File: config.mk
export PLATFORM = sky130hd
export DESIGN_NAME = mem_bus_arbiter
export DESIGN_NICKNAME = d
export VERILOG_FILES = /design/src/rtl/mem_bus_arbiter.sv
export SDC_FILE = /design/constraint.sdc
export NUM_CORES = 1
export LEC_CHECK = 0
export CAP_MARGIN = 20
export CORE_MARGIN = 5
export CORE_UTILIZATION = 35
export DETAILED_ROUTE_END_ITERATION = 10
export PLACE_DENSITY = 0.81
export SLEW_MARGIN = 40
export SYNTH_ARGS = -nofsm -noshare
export SYNTH_HDL_FRONTEND = slang
export SYNTH_SLANG_ARGS = --single-unit
File: constraint.sdc
create_clock -name clk -period 2.4 [get_ports clk]
set_input_delay 0.36 -clock clk [delete_from_list [all_inputs] [get_ports clk]]
set_output_delay 0.36 -clock clk [all_outputs]
set_load 0.05 [all_outputs]
File: src/rtl/mem_bus_arbiter.sv
// Two-port request/grant arbiter sharing the CPU memory bus between the CPU (port 0)
// and the boot-loader/DMA engine (port 1). Optional port-1 bus lock: MEM_ARB_LOCK_EN.
module mem_bus_arbiter #(
  parameter int unsigned READ_LATENCY = 1,
  parameter int unsigned MAX_BURST    = 16,
  parameter int unsigned PRIO         = 0
) (
  input  logic        clk,
  input  logic        reset,
  input  logic        in_req0,
  input  logic [31:0] in_addr0,
  input  logic        in_we0,
  input  logic [31:0] in_wdata0,
  input  logic        in_req1,
  input  logic [31:0] in_addr1,
  input  logic        in_we1,
  input  logic [31:0] in_wdata1,
`ifdef MEM_ARB_LOCK_EN
  input  logic        in_lock1,
`endif
  output logic        out_gnt0,
  output logic        out_gnt1,
  output logic [31:0] out_rdata0,
  output logic [31:0] out_rdata1,
  output logic        out_rvalid0,
  output logic        out_rvalid1,
  output logic [31:0] out_mem_address,
  output logic        out_mem_write_en,
  output logic [31:0] out_mem_write_data,
  input  logic [31:0] in_mem_read_data
);

  localparam logic [7:0] MAX_B = 8'(MAX_BURST);

  typedef struct packed {
    logic valid;
    logic port;
  } rd_tag_t;

  logic        owner;
  logic [7:0]  burst_cnt;
  logic [31:0] addr_q;
  logic [31:0] wdata_q;
  rd_tag_t     pipe [READ_LATENCY];

  logic        burst_full;
  logic        lock_active;
  logic        gnt0;
  logic        gnt1;
  logic        any_gnt;
  logic        gnt_port;
  logic        gnt_we;

  assign burst_full = (burst_cnt >= MAX_B);

`ifdef MEM_ARB_LOCK_EN
  logic lock_q;

  // The lock only holds while in_lock1 stays high, so port 0 regains eligibility
  // in the very cycle the boot loader drops it.
  assign lock_active = lock_q & in_lock1;

  always_ff @(posedge clk) begin
    if (!reset) lock_q <= 1'b0;
    else        lock_q <= in_lock1 & (lock_q | gnt1);
  end
`else
  assign lock_active = 1'b0;
`endif

  always_comb begin
    // NOTE: every combinational output gets a default first so no path leaves it
    // unassigned, which would otherwise infer a latch.
    gnt0 = 1'b0;
    gnt1 = 1'b0;
    if (!reset) begin
      gnt0 = 1'b0;
      gnt1 = 1'b0;
    end else if (lock_active) begin
      gnt1 = in_req1;
    end else if (in_req0 && in_req1) begin
      // Stay with the owner until its burst budget is spent, then hand over.
      if (burst_full ^ owner) gnt1 = 1'b1;
      else                    gnt0 = 1'b1;
    end else begin
      gnt0 = in_req0;
      gnt1 = in_req1;
    end
  end

  assign any_gnt  = gnt0 | gnt1;
  assign gnt_port = gnt1;
  assign gnt_we   = (gnt0 & in_we0) | (gnt1 & in_we1);

  always_comb begin
    out_mem_address    = addr_q;
    out_mem_write_data = wdata_q;
    out_mem_write_en   = 1'b0;
    if (!reset) begin
      out_mem_address    = '0;
      out_mem_write_data = '0;
    end else if (gnt0) begin
      out_mem_address    = in_addr0;
      out_mem_write_data = in_wdata0;
      out_mem_write_en   = in_we0;
    end else if (gnt1) begin
      out_mem_address    = in_addr1;
      out_mem_write_data = in_wdata1;
      out_mem_write_en   = in_we1;
    end
  end

  assign out_gnt0 = gnt0;
  assign out_gnt1 = gnt1;

  // NOTE: sequential state uses non-blocking assignments so every register samples
  // the pre-edge values of the others, independent of statement order.
  always_ff @(posedge clk) begin
    if (!reset) begin
      owner     <= 1'(PRIO);
      burst_cnt <= '0;
      addr_q    <= '0;
      wdata_q   <= '0;
    end else if (any_gnt) begin
      addr_q  <= out_mem_address;
      wdata_q <= out_mem_write_data;
      if (gnt_port == owner) begin
        burst_cnt <= burst_full ? MAX_B : 8'(burst_cnt + 8'd1);
      end else begin
        owner     <= gnt_port;
        burst_cnt <= 8'd1;
      end
    end else begin
      burst_cnt <= '0;
    end
  end

  // Return-tag pipeline: one slot per cycle of memory read latency.
  always_ff @(posedge clk) begin
    if (!reset) begin
      // NOTE: the tag pipeline is reset (not just its head) so reads in flight
      // at reset can never surface as a stray rvalid afterwards.
      for (int i = 0; i < int'(READ_LATENCY); i++) pipe[i] <= '0;
    end else begin
      pipe[0] <= '{valid: any_gnt & ~gnt_we, port: gnt_port};
      for (int i = 1; i < int'(READ_LATENCY); i++) pipe[i] <= pipe[i-1];
    end
  end

  assign out_rvalid0 = pipe[READ_LATENCY-1].valid & ~pipe[READ_LATENCY-1].port;
  assign out_rvalid1 = pipe[READ_LATENCY-1].valid &  pipe[READ_LATENCY-1].port;
  assign out_rdata0  = in_mem_read_data;
  assign out_rdata1  = in_mem_read_data;

endmodule

==> impl_metrics.ini <==
[run_status]
outcome = finished, violations left
failed_checks = setup timing

[timing]
slew_violations = 0
setup_violations = 65
slew_headroom = 0.664
worst_pin_slew_ns = 0.503
tns_ns = -7.26
fmax_mhz = 393
setup_ws_ns = -0.142
hold_violations = 0
final.period_utilization = 1.06
finalClockSkew_ns = 0.00695
rsz0062_at_grt = true
post-route-min-period_ns = 2.54

[detailed_routing]
vias = 4123
drt-initial-drc-count = 164
vias_per_cell = 5.85
drt-pass1-iter-count = 4
wl_per_cell_um = 18.9
drcViolationCount = 0
final_antenna_net_count = 0
drt_wl_total_mm = 13.3

[floorplanning]
die_w_um = 119
fp-row-count = 39
start_util = 0.361
die_area_um2 = 14200
core_um2 = 11500
ios = 299
die-height_um = 119

[worst_setup_path]
r2r.worst_path.cells = 7
crit_chain = nor4_4, mux2i_1, buf_4, nor2_4, buf_12, a221o_1, buf_12
crit_fanout = 56
start_kind = flip-flop
arrival_ns = 2.18
worstReg2RegEnd = addr_q[5]
rrSetupSlack_ns = 0.49
endpoint = out_mem_write_data[22]
crit_path_start = burst_cnt[5]
critical-path-top-delay-family = buffers and inverters
crit_path_top_delay_cell = a221o_1
crit_top_cell = buf_12
cp.depth = 7
critPathMaxStageDelay_ns = 0.38
path_buf_inv = 3
crit_required_ns = 2.04
reg2reg_from = burst_cnt[5]
end_kind = output port
worst-setup-path-type = flip-flop to output port

[clock_tree]
clk_path_buf_depth = 2
clockRootBuffer = clkbuf_16
cts.clk_slew.worst_paths_ns = 0.06
cts_tree = yes
h-tree-depth = 3
clk_latency_ns = 0.33
holdBufCountCts = 0
cts_buffers = 9
clkSinkCount = 75
post-cts-setup-buffer-count = 0

[power]
vdd_drop_max_mv = 0.340
switching_share = 0.298
internal-power_w = 0.00322
power_density_nw_per_um2 = 655
p_switching_w = 0.00137
seq_power_share = 0.305
p_clk_frac = 0.320
power_frac_comb = 0.375
p_leak_nw = 2.99

[grt]
grt_pass1_wl_mm = 21.7
grt_overflow = 0
antenna_found_initial = 0
grt_pass1_vias = 4266
grt.total_usage = 0.185
grt_max_degree = 63

[layout]
synthToLayoutAreaGrowth_pct = 68.6
drive_gt1_frac = 0.219
fill_cells = 906
fin_cells = 705
n_antenna_cell = 0
fin_nets = 725
final_cell_area_um2 = 7010
fin_util = 0.609

[hold_path]
hp-class = input port to flip-flop

[yosys]
synth_area_um2 = 4160
yosysSeqAreaShare = 0.361
synth_top_area_frac = 0.361
synth_top_flop_cell = dfxtp_1
yosys-top-cells-area = dfxtp_1 36%, a221o_1 31%, buf_4 13%
yosysWarnings = 0
ys_seq_elements = 75
syn_avg_cell_area_um2 = 10.0
synth_cell_types = 31
yosysTopAreaCell = dfxtp_1
yosysMostFrequentCell = a221o_1
netlist_instances = 415
synth_async_sr_flop_share = 0
synth_edf_count = 0
synth_common_cells = 128 x a221o_1, 75 x dfxtp_1, 73 x buf_4

[place]
preCtsSetupSlack_ns = -0.0224
place.port_buffers = 202
dpl-instance-area_um2 = 6680
hpwl_mm = 10.0
dp.cells = 689
gp_congestion = 0.811

[run]
cap_violations = 0
per-stage QoR:
step / power, W / hold slack (ns)
finish: 0.00459 / 0.397
floorplan: 0.00251 / 0.471
global placement: 0.00312 / 0.496
detailed placement: 0.00315 / 0.508
global route: 0.00477 / 0.396
CTS: 0.00464 / 0.388
cell type report:
cell class	count	area, µm²	share of cell area
clock buffers	12	256	0.0366
well taps	143	179	0.0255
inverters	3	11.3	0.00161
multi-input cells	233	1990	0.283
clock inverters	4	72.6	0.0104
flip-flops and latches	75	1500	0.214
repair buffers	235	3000	0.428
power by group through the flow:
stage | Sequential (W) | Clock [W] | Combinational [W]
after detailed placement | 0.00143 | 0 | 0.00172
after floorplan | 0.00141 | 0 | 0.00110
after global placement | 0.00142 | 0 | 0.00169
after global routing | 0.00141 | 0.00156 | 0.00180
after CTS | 0.00140 | 0.00151 | 0.00173
final | 0.00140 | 0.00147 | 0.00172
how the worst min path moves through the flow:
stage,startpoint,to,cells past startpoint
after CTS,reset,burst_cnt[1],3
after global routing,reset,burst_cnt[1],3
after detailed placement,burst_cnt[3],burst_cnt[3],2
after global placement,burst_cnt[3],burst_cnt[3],2
after floorplan,in_we0,pipe[0][1],1
final,reset,burst_cnt[1],3
per-layer routing:
layer | GRT usage | wire (µm) | up-vias
met5 | 0 | 0 | -
met2 | 0.322 | 6840 | 199
li1 | - | - | 1912
met3 | 0.0583 | 1080 | 38
met4 | 0.0840 | 419 | 0
met1 | 0.205 | 5000 | 1974
sequential cells by signal, indices dropped and copies added (netlist names):
signal	flops
addr_q	32
wdata_q	32
burst_cnt	8
pipe	2
owner	1
placed cells by master, fill, tap and decap left out, types with 2 or more instances in the layout:
master           Yosys  final
nor2_1               5      5
conb_1               1      3
buf_12               0     72
buf_4               73     27
clkbuf_16            0      9
bufinv_16            0      2
clkdlybuf4s50_1      0    134
and3_1              64     64
nand2_1              5      5
xnor2_1              2      2
clkbuf_8             0      2
and2_1               2      2
dfxtp_1             75     74
nand3_1              4      4
ha_1                 2      2
a221o_1            128    128
inv_1                3      3
mux2_2               2      2
tightest hold or removal path: cells and delay by family:
kind | cells | cell delay (ns)
buffers and inverters | 1 | 0.14
AND/OR/NAND/NOR | 2 | 0.18
what timing repair did:
item,CTS,global route
pin swaps,0,6
resized for setup,2,0
endpoints found under the setup margin,66,67
logic make-up after synthesis:
group | count (synthesis) | share of synthesized area
adders and majority gates | 2 | 0.00602
AOI/OAI and AO/OA | 137 | 0.324
DFF | 75 | 0.361
other | 1 | 0.000902
xor gates and xnor gates | 3 | 0.00632
and+or+nand+nor | 85 | 0.125
buffers and inverters | 109 | 0.169
muxes | 3 | 0.00782
Power figures use the tool's default switching activity.
==> RTL edit 1 (same settings) <==
`READ_LATENCY`: 1 -> 2.
--- a/src/rtl/mem_bus_arbiter.sv
+++ b/src/rtl/mem_bus_arbiter.sv
@@ -3,3 +3,3 @@
 module mem_bus_arbiter #(
-  parameter int unsigned READ_LATENCY = 1,
+  parameter int unsigned READ_LATENCY = 2,
   parameter int unsigned MAX_BURST    = 16,
Check against the original RTL: not equivalent (a bounded check fails within 4 cycles, from zero or initial values and one cycle with reset low).
==> RTL edit 1 against the original RTL <==
The run still ends with setup timing left. Cell area grew 1.8%. Worst hold slack better by 0.035 ns. Utilization is 1.2 points lower. Power down 4.2%. Area after synthesis rose by 2.1%. Largest power group unchanged. Setup slack got worse by 0.081 ns. Routed wire length is 8.7% higher. Synthesized cell count rose by 1.7%. Critical path type unchanged. Sequential cell count is 2 higher.
==> RTL edit 1: results (changes against the original RTL) <==
first-pass GRT wire length 21.5 mm (-0.86%); R2R depth 8 (+1); Hold WS 0.432 ns (+0.0348 ns); met3 Track Usage GR 6.36% (+0.53 points); vias 4187 (+1.6%); dpl ws -0.0832 ns (-0.0608 ns); Finished Layout Cells 712 (+0.99%); sink of the worst hold path pipe[0][2]$_SDFF_PN0_; fill cell total of the finished layout 962 (+6.2%); GRT Total Usage 18.1% (-0.35 points); Leakage 0.00303 uW (+1.3%); violated checks setup timing; CP max FO 63 (+13%); setup ws final -0.223 ns (-0.0807 ns); P_clk 1230 uW (-16%); ranking of synthesized cells by area dfxtp_1, a221o_1, buf_4; Layout Utilization 59.7% (-1.2 points); post-synthesis sequential area ratio 36.3% (+0.19 points); fraction of layout cells with a size suffix above 1 33.1% (+11 points); crit path to out_mem_write_data[29]; status finished, violations left; min-delay src pipe[0][0]$_SDFF_PN0_; r2r setup slk 0.33 ns (-0.16 ns); Synth cell types 29 (-6.5%); final-report setup violation count 65 (unchanged); Synth Area in Compound Gates 31.9% (-0.59 points); Cells on Worst Hold Path 1 (-2); met2 Usage GRT 33.5% (+1.3 points); worst min path class flop to flop; list of most frequent post-synthesis cells a221o_1, dfxtp_1, and3_1, buf_4, clkbuf_1; grt met1 use 19.1% (-1.4 points); RR Endpoint wdata_q[27]$_SDFFE_PN0N_; DPL Wire Length 10.4 mm (+4.4%); Crit path arrival time 2.26 ns (+0.08 ns); mux cell area share after synthesis 0.707% (-0.075 points); Synth Area in XOR/XNOR 0.619% (-0.013 points); Power Dens Cells 616 mW/mm2 (-5.9%); Worst-Margin Slew 0.507 ns (+0.00444 ns); Synth Area per Inst 10.1 um2 (+0.44%); Placer Congestion 0.782 (-3.6%); DRT iter0 DRCs 298 (+82%)
[RTL edit 1: layer usage]
metal	part of all wire (%)	wire length [um]
met5	0	0
met2	52	7580
met3	7.8	1130
met1	37	5410
met4	2.6	382
[RTL edit 1: worst max-delay path, cell delays in order (launching register included)]
cell	delay, ns
dfxtp_2	0.33
nor4_4	0.38
xor2_2	0.25
a21oi_4	0.11
buf_12	0.20
a221o_2	0.46
buf_12	0.16
[RTL edit 1: area by class of cell]
| type | count | area share [%] |
|---|---|---|
| clock buffer | 10 | 3.21 |
| timing repair buffer | 234 | 42.5 |
| inverter | 4 | 0.210 |
| tap | 147 | 2.58 |
| multi-input combinational | 234 | 29.3 |
| sequential | 77 | 21.6 |
| clock inverter | 6 | 0.561 |
[RTL edit 1: what timing repair did]
item                                   4_1_cts  5_1_grt
setup endpoints to repair                   66       66
cloned                                       0        2
resized for setup                            3        2
pin swaps                                    1        1
buffers inserted                             1        2
endpoints found under the hold margin        0        0
hold buffers                                 0        0
==> RTL edit 2 (same settings) <==
Made on the original files. The option `MEM_ARB_LOCK_EN` is turned on by a define.
--- a/src/rtl/mem_bus_arbiter.sv
+++ b/src/rtl/mem_bus_arbiter.sv
@@ -2,2 +2,4 @@
 // and the boot-loader/DMA engine (port 1). Optional port-1 bus lock: MEM_ARB_LOCK_EN.
+`define MEM_ARB_LOCK_EN
+
 module mem_bus_arbiter #(
Interface: changed (added in_lock1); port bits go from 299 to 300. The function was not compared with the original's and may differ.
==> RTL edit 2 against the original RTL <==
The run still ends with setup timing left. Routed wire length is 11% higher. Area after synthesis is 0.81% higher. Non-clock buffer count is 16 higher. Sequential cell count is 1 higher. Setup slack worse by 0.050 ns. Power is 2.2% lower. Global-route usage is 0.69 points higher. Cell area is 4.9% higher. Critical path type unchanged. Largest cell class unchanged. Largest power group unchanged.
==> RTL edit 2: results (changes against the original RTL) <==
status finished, violations left; violated checks setup timing; mux cell area share after synthesis 0% (-0.78 points); RR Endpoint addr_q[0]$_SDFFE_PN0N_; met2 Usage GRT 32.1% (-0.11 points); worst min path class flop to flop; Adder-Cell Fraction of Synth Area 0.597% (-0.0049 points); Antenna diodes 0 (unchanged); Sw Share 29.2% (-0.60 points); Initial Util 35.3% (-0.77 points); final WL 14.8 mm (+11%); Flop pwr share 31.2% (+0.7 points); multi-input logic area 0.00201 mm2 (+1.3%); CLK BUF 11 (-1); CP max FO 7 (-88%); nonclk inv count 4 (+1); ranking of synthesized cells by area dfxtp_1, a221o_1, buf_4; grt met1 use 20.6% (+0.12 points); Leakage 0.00300 uW (+0.28%); R2R depth 9 (+2); Placer Congestion 0.793 (-2.3%); DRT iter0 DRCs 231 (+41%); Net count, final 744 (+2.6%); min-delay src lock_q$_SDFF_PN0_; CTS resizes 8 (+6); Synth Area in Compound Gates 33.4% (+0.96 points); Non-clock buffers, area share 44.9% (+2.1 points); Worst-Margin Slew 0.513 ns (+0.0104 ns); r2r setup slk 0.25 ns (-0.24 ns); Buffers excl. clock 251 (+6.8%); H-tree depth 3 (unchanged); ClkCell Share 4.32% (-0.37 points); first-pass GRT wire length 22.1 mm (+2.0%); Synth cell types 32 (+3.2%); Worst Clk Skew 0.00453 ns (-0.00242 ns); post-synthesis sequential area ratio 36.3% (+0.19 points); sink of the worst hold path lock_q$_SDFF_PN0_; DPL Wire Length 10.2 mm (+2.1%); fraction of layout cells with a size suffix above 1 25.0% (+3.1 points); Critical Path Max Stage Delay 0.35 ns (-0.03 ns); fill cell total of the finished layout 909 (+0.33%); proportion of cell area occupied by registers 20.7% (-0.72 points); combinational fraction of design power 36.8% (-0.7 points); vias 4149 (+0.63%); TNS Setup -10.34 ns (-3.09 ns); Crit path arrival time 2.23 ns (+0.05 ns); Area after DPL 0.00672 mm2 (+0.67%); GRT Total Usage 19.2% (+0.69 points); seq_cells 76 (+1.3%); crit path to out_mem_address[29]; Port Buf Inserts 203 (+0.50%); Cells on Worst Hold Path 1 (-2); post-CTS setup buffer count 5 (+5); maximum VDD drop 0.350 mV (+2.8%); setup ws final -0.192 ns (-0.0500 ns); met3 Track Usage GR 7.74% (+1.9 points); vias in the first global route 4358 (+2.2%); list of most frequent post-synthesis cells a221o_1, dfxtp_1, and2_1; largest net degree at the start of global routing 61 (-3.2%); final-report setup violation count 65 (unchanged)
## RTL edit 2: changes by cell type after synthesis, moves of 2 or more
cell / unedited run / this run
nor2_1: 5 / 2
o211a_1: 0 / 2
and2_1: 2 / 68
nand3_1: 4 / 1
mux2_2: 2 / 0
o21ai_0: 1 / 3
and3_1: 64 / 1
buf_4: 73 / 64
buf_2: 14 / 8
buf_6: 0 / 9
## RTL edit 2: per-layer routing
layer,wire [um],vias up
met1,5700,1998
li1,-,1895
met3,1370,48
met2,7250,208
met4,487,0
met5,0,-
## RTL edit 2: stage by stage
step	hold WS [ns]	total power (uW)	cells	setup slack [ns]	utilization [%]
after global placement	0.485	2950	693	-0.129	56.7
after CTS	0.521	4490	716	-0.222	60.5
after detailed placement	0.508	2990	693	-0.205	56.7
after floorplan	0.469	2430	413	-0.0357	-
final	0.519	4490	727	-0.192	62.0
after global routing	0.543	4670	727	-0.294	62.0
